### src/rtl/onewire_sampler.sv
// onewire_sampler: multi-channel 1-wire capture engine.
//
// Samples CHN open-drain 1-wire lines every cfg_div+1 clocks, packs PK = 8/CHN
// samples per byte (first sample in the LSBs) and queues the bytes in an FD-deep
// FIFO. The FIFO drains over a valid/ready byte stream as a raw sigrok .bin dump.
//
// Optional build macro: ONEWIRE_SAMPLER_LEN_EN adds cfg_len, which sets a capture
// length in strobes (0 = unlimited).
//
// Ports:
//   clk      in   system clock
//   rst_n    in   asynchronous active-low reset
//   owr      in   CHN line levels, asynchronous to clk
//   cfg_div  in   sample period minus 1, latched at start
//   cfg_trg  in   0 = capture at once, 1 = arm and wait for any falling edge
//   cfg_len  in   (ONEWIRE_SAMPLER_LEN_EN only) strobes per capture, 0 = unlimited
//   run      in   level request: high = capture, low = stop
//   busy     out  engine not idle
//   ovf      out  sticky: a byte was dropped on a full FIFO
//   m_valid  out  output byte available
//   m_ready  in   sink accepts the byte
//   m_data   out  output byte (FIFO head)
module onewire_sampler #(
  parameter int unsigned CHN = 4,
  parameter int unsigned DW  = 16,
  parameter int unsigned FD  = 16
) (
  input  logic           clk,
  input  logic           rst_n,
  input  logic [CHN-1:0] owr,
  input  logic [DW-1:0]  cfg_div,
  input  logic           cfg_trg,
`ifdef ONEWIRE_SAMPLER_LEN_EN
  input  logic [DW-1:0]  cfg_len,
`endif
  input  logic           run,
  output logic           busy,
  output logic           ovf,
  output logic           m_valid,
  input  logic           m_ready,
  output logic [7:0]     m_data
);

  localparam int unsigned PK = 8 / CHN;
  localparam int unsigned SW = (PK > 1) ? $clog2(PK) : 1;
  localparam int unsigned AW = $clog2(FD);

  localparam logic [1:0] StIdle    = 2'd0;
  localparam logic [1:0] StArm     = 2'd1;
  localparam logic [1:0] StCapture = 2'd2;
  localparam logic [1:0] StFlush   = 2'd3;

  // Synchronizer and edge-detect history; idle lines are pulled up, hence all 1s.
  logic [CHN-1:0] sync1_q, sync2_q, prev_q;
  logic           fall;

  logic [1:0]     state_q, state_d;
  logic [DW-1:0]  div_lat_q, div_lat_d;
  logic [DW-1:0]  div_q, div_d;
  logic [SW-1:0]  slot_q, slot_d;
  logic [7:0]     pack_q, pack_d;
  logic [CHN-1:0] last_q, last_d;
  logic           ovf_q, ovf_d;

  logic           start, strobe, len_done;
  logic           push;
  logic [7:0]     push_byte;

  logic [7:0]     mem_q [FD];
  logic [AW-1:0]  wr_ptr_q, rd_ptr_q;
  logic [AW:0]    cnt_q, cnt_d;
  logic           full, pop, wr_en, drop;

  always_ff @(posedge clk or negedge rst_n) begin
    if (!rst_n) begin
      sync1_q <= '1;
      sync2_q <= '1;
      prev_q  <= '1;
    end else begin
      sync1_q <= owr;
      sync2_q <= sync1_q;
      prev_q  <= sync2_q;
    end
  end

  assign fall = |(prev_q & ~sync2_q);

`ifdef ONEWIRE_SAMPLER_LEN_EN
  // hold_q blocks a restart after an automatic stop until run has been seen low.
  logic [DW-1:0] len_q, len_d;
  logic [DW-1:0] scnt_q, scnt_d;
  logic          hold_q, hold_d;

  assign start    = (state_q == StIdle) && run && !hold_q;
  assign len_done = strobe && (len_q != '0) && (scnt_q == len_q - DW'(1));

  always_comb begin
    len_d  = len_q;
    scnt_d = scnt_q;
    hold_d = hold_q;
    if (start) begin
      len_d  = cfg_len;
      scnt_d = '0;
    end else if (strobe) begin
      scnt_d = scnt_q + DW'(1);
    end
    if (len_done) begin
      hold_d = 1'b1;
    end else if ((state_q == StIdle) && !run) begin
      hold_d = 1'b0;
    end
  end

  always_ff @(posedge clk or negedge rst_n) begin
    if (!rst_n) begin
      len_q  <= '0;
      scnt_q <= '0;
      hold_q <= 1'b0;
    end else begin
      len_q  <= len_d;
      scnt_q <= scnt_d;
      hold_q <= hold_d;
    end
  end
`else
  assign start    = (state_q == StIdle) && run;
  assign len_done = 1'b0;
`endif

  // A stop request wins over the strobe in the same cycle.
  assign strobe = (state_q == StCapture) && run && (div_q == '0);

  always_comb begin
    state_d   = state_q;
    div_lat_d = div_lat_q;
    div_d     = div_q;
    unique case (state_q)
      StIdle: begin
        if (start) begin
          div_lat_d = cfg_div;
          div_d     = '0;
          state_d   = cfg_trg ? StArm : StCapture;
        end
      end
      StArm: begin
        div_d = '0;
        if (!run) begin
          state_d = StIdle;
        end else if (fall) begin
          state_d = StCapture;
        end
      end
      StCapture: begin
        div_d = (div_q == div_lat_q) ? '0 : div_q + DW'(1);
        if (!run || len_done) begin
          state_d = StFlush;
        end
      end
      StFlush: begin
        state_d = StIdle;
      end
      default: state_d = StIdle;
    endcase
  end

  // Packing: a strobe writes its slot and pushes when the byte is complete;
  // FLUSH pads the unwritten slots with the last sample.
  always_comb begin
    push      = 1'b0;
    push_byte = pack_q;
    pack_d    = pack_q;
    slot_d    = slot_q;
    last_d    = last_q;
    if (start) begin
      slot_d = '0;
      pack_d = '0;
    end
    if (strobe) begin
      for (int k = 0; k < PK; k++) begin
        if (SW'(k) == slot_q) push_byte[CHN*k +: CHN] = sync2_q;
      end
      pack_d = push_byte;
      last_d = sync2_q;
      if (slot_q == SW'(PK - 1)) begin
        push   = 1'b1;
        slot_d = '0;
      end else begin
        slot_d = slot_q + SW'(1);
      end
    end
    if ((state_q == StFlush) && (slot_q != '0)) begin
      for (int k = 0; k < PK; k++) begin
        if (SW'(k) >= slot_q) push_byte[CHN*k +: CHN] = last_q;
      end
      push   = 1'b1;
      slot_d = '0;
    end
  end

  assign full    = (cnt_q == (AW + 1)'(FD));
  assign m_valid = (cnt_q != '0);
  assign pop     = m_valid && m_ready;
  // A full FIFO still accepts a push when the head leaves in the same cycle.
  assign wr_en   = push && (!full || pop);
  assign drop    = push && full && !pop;
  assign m_data  = mem_q[rd_ptr_q];

  always_comb begin
    cnt_d = cnt_q;
    case ({wr_en, pop})
      2'b10:   cnt_d = cnt_q + (AW + 1)'(1);
      2'b01:   cnt_d = cnt_q - (AW + 1)'(1);
      default: cnt_d = cnt_q;
    endcase
  end

  always_comb begin
    ovf_d = ovf_q;
    if (start) begin
      ovf_d = 1'b0;
    end else if (drop) begin
      ovf_d = 1'b1;
    end
  end

  always_ff @(posedge clk or negedge rst_n) begin
    if (!rst_n) begin
      state_q   <= StIdle;
      div_lat_q <= '0;
      div_q     <= '0;
      slot_q    <= '0;
      pack_q    <= '0;
      last_q    <= '1;
      ovf_q     <= 1'b0;
      wr_ptr_q  <= '0;
      rd_ptr_q  <= '0;
      cnt_q     <= '0;
      for (int i = 0; i < FD; i++) mem_q[i] <= '0;
    end else begin
      state_q   <= state_d;
      div_lat_q <= div_lat_d;
      div_q     <= div_d;
      slot_q    <= slot_d;
      pack_q    <= pack_d;
      last_q    <= last_d;
      ovf_q     <= ovf_d;
      cnt_q     <= cnt_d;
      if (wr_en) begin
        mem_q[wr_ptr_q] <= push_byte;
        wr_ptr_q        <= wr_ptr_q + AW'(1);
      end
      if (pop) begin
        rd_ptr_q <= rd_ptr_q + AW'(1);
      end
    end
  end

  assign busy = (state_q != StIdle);
  assign ovf  = ovf_q;

endmodule

### config.mk
export PLATFORM = sky130hd
export DESIGN_NAME = onewire_sampler
export DESIGN_NICKNAME = d
export VERILOG_FILES = /design/src/rtl/onewire_sampler.sv
export SDC_FILE = /design/constraint.sdc
export NUM_CORES = 1
export LEC_CHECK = 0
export CAP_MARGIN = 5
export CORE_MARGIN = 2
export CORE_UTILIZATION = 61
export DETAILED_ROUTE_END_ITERATION = 6
export PLACE_DENSITY = 0.88
export SYNTH_ARGS = -nofsm -noshare
export SYNTH_HDL_FRONTEND = slang
export SYNTH_SLANG_ARGS = --single-unit
export TNS_END_PERCENT = 30
### constraint.sdc
create_clock -name clk -period 3.95 [get_ports clk]
set_input_delay 1.185 -clock clk [delete_from_list [all_inputs] [get_ports clk]]
set_output_delay 1.185 -clock clk [all_outputs]
set_load 0.05 [all_outputs]
==> reports/results.txt, run 1 <==
The proportion of layout cells with a drive suffix above 1 was 39.7%. In this run the most used layer during global routing was met2. The total overflow left after global routing is 0. The synthesis-to-layout area growth works out to 12.5%. When the netlist entered floorplanning its net count stood at 713. Initial cell density of the core: 62.7%.

In the final design database the tool counted 739 nets. The critical path arrival came out at 2.57 ns. Once the clock tree was built, the setup fixing pass inserted 0 buffers. For the share of synthesized area occupied by flip-flops and latches, the log shows 52.6%.

During placement, the flow inserted port buffers numbering 35. The top cell type by area accounts for 48.2% of the synthesized area. The power density over the cells is 618 nW/µm², and the net switching power of the design is 2200 µW. For the number of remaining DRC errors, the log shows 0. The worst pin sits at a relative slew slack of 37.2%. During synthesis, Yosys emitted a total of 0 warnings. For the standard-cell row count, the log shows 45. The worst setup timing slack at the placement stage is 0.112 ns, and the worst reg-to-reg setup slack is 0.78 ns. The share of the core filled with cells in the final layout was 70.6%. The number of gates resized after cts is 0. The flow ran to the end, and the final reports show no timing, DRC or antenna violations. In this run the worst hold path is classified as flip-flop to flip-flop. The end of the worst hold path is sync2_q[3]. By area the synthesized netlist is led by sky130_fd_sc_hd__dfrtp_1, sky130_fd_sc_hd__mux2_2, sky130_fd_sc_hd__mux4_2.

Depth of the most critical reg-to-reg path: 11. In this run the vertical extent of the chip is 129 µm. Pin count of the biggest net entering global routing: 101. 36 I/O pins were placed. The cell count after synthesis came out at 678. The die span in x is 129 µm, and the count of final max-slew check failures is 0.

The DRC marker count from the first detailed-route iteration was 579; the first-pass iteration count of the detailed router was 5. The clock network burns 29.8% of the power. The post-synthesis average cell area works out to 14.2 µm². After clock tree synthesis, the clock-pin slew on the worst setup and hold paths is 0.06 ns. For the die outline area, the log shows 16800 µm². The maximum fanout count along the critical path works out to 30.

The tools report the clock root buffer as sky130_fd_sc_hd__clkbuf_16. For the total vias in the final route, the log shows 5967. The cell type with the largest total area after synthesis is sky130_fd_sc_hd__dfrtp_1.

The tools report the met1 track utilization from global routing as 37.3%. For this design, the CTS-stage hold fixing added 0 buffers. The required time of the worst setup path came out at 2.76 ns.

For the number of nets with antenna violations after detailed routing, the log shows 0. In this run the critical register-to-register path is captured at cnt_q[4]. Across the run, the number of max-cap violations was 0.

On the final layout, the worst clock skew is 0.0117 ns. Static timing analysis puts the maximum clock frequency at 266 MHz. The run gives 0.00499 µW as the reported leakage power. The critical path is of the flip-flop to output pin type. STA classifies the critical path startpoint as a flip-flop.

Clock tree synthesis inserted a total of 21 buffers. The global-route wire length before repair was 33900 µm; the slew at the pin with the worst max-slew slack was 0.940 ns. The average routed wire per standard cell works out to 22.3 µm. STA classifies the critical path endpoint as an output pin.

Synthesis instantiated 60 different standard cells from the library. In the synthesized netlist the async set-or-reset flop fraction comes to 100%. The worst hold path begins at sync1_q[3].

The clock period could shrink to 3.76 ns. The logs give 6235 for the number of global-route vias before repair and 0 for the number of setup violations in the final report. The tools report the number of antenna violations at the first check in global routing as 0.

The average via count per standard cell is 6.42. Across all setup checks in the final design, the least slack found is 0.193 ns. The most common cell in the synthesized netlist is sky130_fd_sc_hd__dfrtp_1. Including well taps, the total number of placed cells is 892.

The most critical setup path has its startpoint at rd_ptr_q[0]. The worst supply voltage drop on vdd came out at 0.460 mV. Setup repair after global routing left no endpoint under its margin. The count of non-filler cells in the finished layout is 929.

The startpoint of the worst register-to-register path was cnt_q[1]. The clock drives 201 sinks. For the maximum level of the CTS H-tree, the log shows 1.

TritonCTS built the clock tree. The main flop type after synthesis is sky130_fd_sc_hd__dfrtp_1. Wires add up to 20700 µm. The cell area after synthesis came out at 9610 µm². After synthesis, the most frequently instantiated cells are sky130_fd_sc_hd__dfrtp_1, sky130_fd_sc_hd__mux2_2, sky130_fd_sc_hd__mux4_2, sky130_fd_sc_hd__nand2_1, sky130_fd_sc_hd__xor2_1.

The logs give 43.5% for the met2 global-route usage and 3.34% for the met3 routing resource usage after global routing. The clock passes through at most 3 buffers. Total power for the finished layout comes to 6670 µW. In this run, synthesis produced a sequential element count of 201. The share of total power dissipated in combinational logic is 28.6%.

The instance count along the most critical hold path was 0; the later-pin clock latency in the skew report was 0.49 ns. The total count of hold-check failures in the final report was 0. Sequential cells account for 41.5% of the total power.

After legalization and detailed placement, the total HPWL measured 13100 µm. The internal power component is 4480 µW, and the area inside the core boundary is 15300 µm². Net switching is 32.9% of the power.

Global routing used 26.3% of the available tracks. After layout, the worst path uses 95.1% of the clock period. The routability-driven placement congestion ratio was 0.873; the setup TNS was 0 ns.

The number of synthesized flops with an enable pin is 0, and the final antenna diode count is 0.
==> critical path, cell delays in order, from the launching register on <==
cell                      delay, ns
sky130_fd_sc_hd__dfrtp_2       0.49
sky130_fd_sc_hd__buf_12        0.29
sky130_fd_sc_hd__mux4_2        0.58
sky130_fd_sc_hd__mux4_2        0.50
sky130_fd_sc_hd__buf_4         0.21
==> power groups by stage <==
| stage | logic (µW) | registers (µW) | clock network (µW) |
|---|---|---|---|
| after floorplan | 1570 | 2600 | 0 |
| after global placement | 1790 | 2760 | 0 |
| after detailed placement | 1890 | 2800 | 0 |
| after CTS | 1920 | 2770 | 2010 |
| after global routing | 2070 | 2820 | 2100 |
| final | 1910 | 2770 | 1990 |
==> sequential cells by signal, summed over array words and instances (netlist names) <==
register / cells
mem_q: 128
div_lat_q: 16
div_q: 16
pack_q: 8
cnt_q: 5
last_q: 4
prev_q: 4
rd_ptr_q: 4
sync1_q: 4
sync2_q: 4
wr_ptr_q: 4
state_q: 2
ovf: 1
slot_q: 1
==> cells in the final DEF (no fill, tap or decap), drive strengths merged, types with 7 or more instances in the layout <==
cell type | Yosys | layout
nand2 | 26 | 26
buf | 24 | 21
ha | 10 | 10
o21ai | 12 | 12
xor2 | 23 | 23
nand3 | 27 | 27
a31oi | 8 | 8
clkdlybuf4s50 | 0 | 26
dfstp | 16 | 16
clkbuf | 21 | 33
xnor2 | 7 | 7
mux4 | 40 | 40
inv | 20 | 20
mux2 | 155 | 155
nor4 | 9 | 9
nand4 | 15 | 15
nor2 | 8 | 8
nor3 | 8 | 8
dfrtp | 185 | 185
==> worst max-delay path by stage <==
stage / endpoint / slack, ns / cells after the start
after global placement: cnt_q[4] / 0.26 / 12
after CTS: m_data[3] / 0.17 / 4
after detailed placement: cnt_q[4] / 0.11 / 12
after global routing: m_data[5] / 0.14 / 4
final: m_data[3] / 0.19 / 4
after floorplan: m_data[1] / 0.38 / 4
==> layer usage <==
metal	up-vias	share of wire [%]
met4	0	2.4
li1	2576	-
met2	225	50
met1	3123	42
met3	43	6.1
met5	-	0
==> cell families (layout without fill, tap and decap cells) <==
family / Yosys count / after routing / share of synthesized area, %
AND/OR/NAND/NOR: 119 / 119 / 8.22
adder cells (fa/ha/maj): 10 / 10 / 1.30
flip-flops: 201 / 201 / 52.6
buffers and inverters: 65 / 105 / 3.09
AO/OA/AOI/OAI: 56 / 56 / 4.32
XOR/XNOR: 30 / 30 / 2.74
multiplexers: 197 / 197 / 27.8
==> layout make-up <==
class / count / area (µm²)
flip-flops and latches: 201 / 5050
fillers: 941 / 4510
multi-input cells: 412 / 4260
clock buffers: 32 / 627
repair buffers: 48 / 457
well taps: 211 / 264
inverters: 20 / 75.1
clock inverters: 5 / 73.8
==> stage by stage <==
stage / hold slack [ns] / instance area [µm²]
6_report: 0.354 / 10800
5_1_grt: 0.361 / 10800
4_1_cts: 0.355 / 10800
3_5_place_dp: 0.347 / 10100
3_3_place_gp: 0.347 / 10100
2_1_floorplan: 0.345 / 9610
Note: power is estimated with default switching activity, not from simulation.
==> run 2, diff against run 1 <==
Settings changed: ABC_AREA set to 1, CORE_UTILIZATION 61 to 66, PLACE_DENSITY 0.88 to 0.93.
Clock period 3.95 ns to 4.5 ns, I/O delays scaled along.
==> reports/results.txt, run 2 <==
Pin count of the biggest net entering global routing: 101 (unchanged). The port buffer count was 35 (unchanged). The run gives 1 (unchanged) as the maximum level of the CTS H-tree.

The tools report the count of final max-slew check failures as 0 (unchanged). The number of global-route vias before repair came out at 8949 (+44%). The share of the synthesized area in the top cell type was 45.3% (-2.9 points); the die span in x was 128 µm (-0.86%).

The total count of hold-check failures in the final report is 0 (unchanged). Commonest non-fill, non-tap cell in the layout: sky130_fd_sc_hd__nand2_1. The total routing resource utilization after global routing is 32.1% (+5.8 points).

Walking the worst path, the cells encountered are inv_2 -> buf_4 -> nor2_1 -> nor2_1 -> o21ai_0 -> o211ai_1 -> o211ai_1 -> nand2_1 -> buf_4. The number of max-capacitance violations reported was 0 (unchanged). The share of the core filled with cells in the final layout was 74.2% (+3.6 points); the post-synthesis average cell area was 7.82 µm² (-45%).

The tools report the worst setup timing slack at the placement stage as 0.644 ns (+0.532 ns). The tools report the later-pin clock latency in the skew report as 0.51 ns (+0.02 ns). The CTS buffer count is 21 (unchanged), and the slew at the pin with the worst max-slew slack is 1.23 ns (+0.287 ns).

The tools report the share of synthesized area occupied by flip-flops and latches as 49.5% (-3.1 points). The tools report the DRC marker count from the first detailed-route iteration as 833 (+44%). The tools report the setup TNS as 0 ns (unchanged). The setup slack of the critical path after layout is 0.657 ns (+0.464 ns), and the layout net count is 1336 (+81%).

The quantity of hold-fixing buffers added after cts was 0 (unchanged). The part of the power in the clock network is 24.5% (-5.3 points), and the depth of the most critical reg-to-reg path is 16 (+5). The number of antenna violations at the first check in global routing is 0 (unchanged). The maximum fanout count along the critical path is 21 (-30%). STA classifies the critical path startpoint as a flip-flop. The die outline area is 16500 µm² (-1.7%), and the number of warnings issued by yosys is 0 (unchanged).

The power density over the cells was 675 nW/µm² (+9.3%). The worst setup path is captured at an output pin. The overall die height was 128 µm (-0.86%); the timing-limited maximum frequency was 260 MHz.

Most flop-heavy register: mem_q. By startpoint and endpoint, the worst setup path is classified as flip-flop to output pin. The clock root buffer was sky130_fd_sc_hd__clkbuf_16.

The total vias in the final route is 9034 (+51%). TritonCTS built the clock tree. The total stage count of the critical path is 9 (+5). The post-synthesis cell count came out at 1305 (+92%). The final routed wirelength across all metal layers is 25300 µm (+22%). The biggest area contributor in the post-synthesis netlist is sky130_fd_sc_hd__dfrtp_1. The clock-pin slew on the worst setup and hold paths is 0.06 ns (about the same). The global-route wire length before repair came out at 42700 µm (+26%). The critical path buffer and inverter count was 3 (+1); the number of primary I/O pins was 36 (unchanged).

Flop and latch count out of synthesis: 201 (unchanged). The average via count per standard cell came out at 6.01 (-6.4%). The instance count along the most critical hold path works out to 0 (unchanged). The headroom to the max-slew limit was 17.7% (-20 points); the overall overflow remaining after global route was 0 (unchanged). The internal power component is 4330 µW (-3.2%).

The highest-delay cell along the critical path was sky130_fd_sc_hd__dfrtp_1. The logs give 3.15 ns (+0.39 ns) for the required time of the worst setup path and 0 (unchanged) for the number of nets with antenna violations after detailed routing. The number of nets in the synthesized netlist is 1340 (+88%), and the maximum clock insertion buffer count is 3 (unchanged).

Share of flip-flops with an asynchronous set or reset after synthesis: 100% (unchanged). The run gives 3250 µW (+48%) as the net switching power of the design. The worst path in the final design needs a cycle of 3.84 ns, including I/O delays and setup. The tools report the cell area after synthesis as 10200 µm² (+6.3%). First-pass iteration count of the detailed router: 5 (unchanged).

Leaving out fill and tap cells, the most frequent cells in the layout are sky130_fd_sc_hd__nand2_1, sky130_fd_sc_hd__dfrtp_1, sky130_fd_sc_hd__nor2_1, sky130_fd_sc_hd__o21ai_0, sky130_fd_sc_hd__inv_1. Yosys instantiated no cell more often than sky130_fd_sc_hd__nand2_1. Setup repair after global routing left no endpoint under its margin. Highest cell delay on the worst timing path: 0.39 ns (-0.19 ns).

The standard-cell row count was 45 (unchanged). The tools report the routability-driven placement congestion ratio as 0.902 (+3.3%). The net switching share of the total power works out to 42.8% (+9.9 points).

From synthesis to final layout, the design area changed by 10.0%. The proportion of layout cells with a drive suffix above 1 is 8.07% (-32 points), and the reported leakage power is 0.00533 µW (+6.9%). The run finished with clean final reports. The setup clock skew after layout was 0.0214 ns (+0.00966 ns); the number of flip-flops under the largest register name was 128 (unchanged). For the area inside the core boundary, the log shows 15100 µm² (-1.1%). The final period utilization works out to 85.4%.

The number of setup violations in the final report was 0 (unchanged). For the critical path arrival, the log shows 2.49 ns (-0.08 ns). The register share of total power is 34.5% (-7.0 points). In the synthesized netlist, the cells that appear most often are sky130_fd_sc_hd__nand2_1, sky130_fd_sc_hd__dfrtp_1, sky130_fd_sc_hd__nor2_1, sky130_fd_sc_hd__o21ai_0, sky130_fd_sc_hd__inv_1.

The run gives 0.357 ns (+0.00299 ns) as the worst hold slack across all endpoints. For the number of gates resized after cts, the log shows 0 (unchanged). Initial cell density of the core: 67.4% (+4.7 points). Main flop type after synthesis: sky130_fd_sc_hd__dfrtp_1. The number of synthesized flops with an enable pin is 0 (unchanged). The clock sink count is 201 (unchanged), and the final antenna diode count is 0 (unchanged). In this run the worst hold path is classified as flip-flop to flip-flop. For the HPWL reported at the end of detailed placement, the log shows 15600 µm (+19%).

For the worst supply voltage drop on vdd, the log shows 0.497 mV (+8.1%). In this design, the largest share of critical-path delay is due to buffers and inverters. The tools report the post-CTS setup-driven buffer insertion count as 0 (unchanged). The fraction of power consumed by combinational cells is 41.0% (+12 points). In the final layout, the registers with the most flip-flops are mem_q x128, div_lat_q x16, div_q x16. The average routed wire per standard cell is 16.8 µm (-24%). The tools report the overall power as 7580 µW (+14%). Yosys attributes the largest share of cell area to sky130_fd_sc_hd__dfrtp_1, sky130_fd_sc_hd__nand2_1, sky130_fd_sc_hd__o21ai_0. For the count of unique library cells instantiated by Yosys, the log shows 35 (-42%).

Number of remaining DRC errors: 0 (unchanged).
## run 2: changes by cell type after synthesis, sizes merged, moves of 8 or more
cell / delta
o211ai: +32
o21ai: +157
inv: +67
nor2: +161
nand2: +408
mux4: -40
mux2: -155
nor4: -9
a31oi: -8
buf: +23
nand3: +30
## run 2: power groups by stage
stage	clock (µW)	sequential [µW]	combinational, µW
2_1_floorplan	0	2520	2300
3_3_place_gp	0	2600	2900
3_5_place_dp	0	2620	3010
4_1_cts	1860	2600	3070
5_1_grt	1940	2670	3430
6_report	1860	2620	3110
## run 2: worst paths after layout
| path | startpoint | endpoint | slack [ns] |
|---|---|---|---|
| hold reg to reg | sync1_q[2] | sync2_q[2] | 0.36 |
| hold / removal | sync1_q[2] | sync2_q[2] | 0.36 |
| min in group asynchronous | rst_n | mem_q[18] | 0.93 |
| setup / recovery | rd_ptr_q[0] | m_data[4] | 0.66 |
| max in group asynchronous | rst_n | last_q[2] | 2.57 |
| setup reg to reg | slot_q | cnt_q[3] | 1.59 |
## run 2: metrics by stage
stage / std cells / cell area, µm²
2_1_floorplan: 1305 / 10200
6_report: 1502 / 11200
4_1_cts: 1502 / 11200
3_5_place_dp: 1466 / 10500
5_1_grt: 1502 / 11200
3_3_place_gp: 1466 / 10500
## run 2: logic make-up after synthesis
family          Yosys count  synth area share (%)
compound gates          213                  11.4
xor+xnor                 32                  2.75
fa+ha+maj                10                  1.23
buf+inv                 161                  6.94
flops                   201                  49.5
simple gates            688                  28.3
## run 2: final cells by class
class,instances,area (µm²)
fillers,1030,3920
multi-input cells,943,4450
clock buffers,27,588
repair buffers,46,429
flip-flops and latches,201,5050
inverters,88,330
clock inverters,9,146
well taps,188,235
## run 2: worst register-to-register path, cell delays in order, from the launching register on
cell                      delay, ns
sky130_fd_sc_hd__dfrtp_1       0.75
sky130_fd_sc_hd__inv_1         0.20
sky130_fd_sc_hd__nor3_4        0.28
sky130_fd_sc_hd__inv_2         0.12
sky130_fd_sc_hd__nand2_1       0.13
sky130_fd_sc_hd__nand2_2       0.06
sky130_fd_sc_hd__ha_1          0.29
sky130_fd_sc_hd__nand2_1       0.14
sky130_fd_sc_hd__inv_1         0.08
sky130_fd_sc_hd__nor2_1        0.23
sky130_fd_sc_hd__nand3_1       0.14
sky130_fd_sc_hd__nand2_1       0.10
sky130_fd_sc_hd__inv_1         0.05
sky130_fd_sc_hd__nand2_1       0.06
sky130_fd_sc_hd__nand2_1       0.05
sky130_fd_sc_hd__nand3_1       0.06
sky130_fd_sc_hd__o21ai_0       0.07
## run 2: layer usage
metal  global-route usage, %  routed length, µm  part of all wire [%]
met3                    4.99               2100                   8.3
met4                    16.9               1030                   4.1
met5                       0                  0                     0
met1                    41.2               9850                    39
met2                    53.3              12300                    49
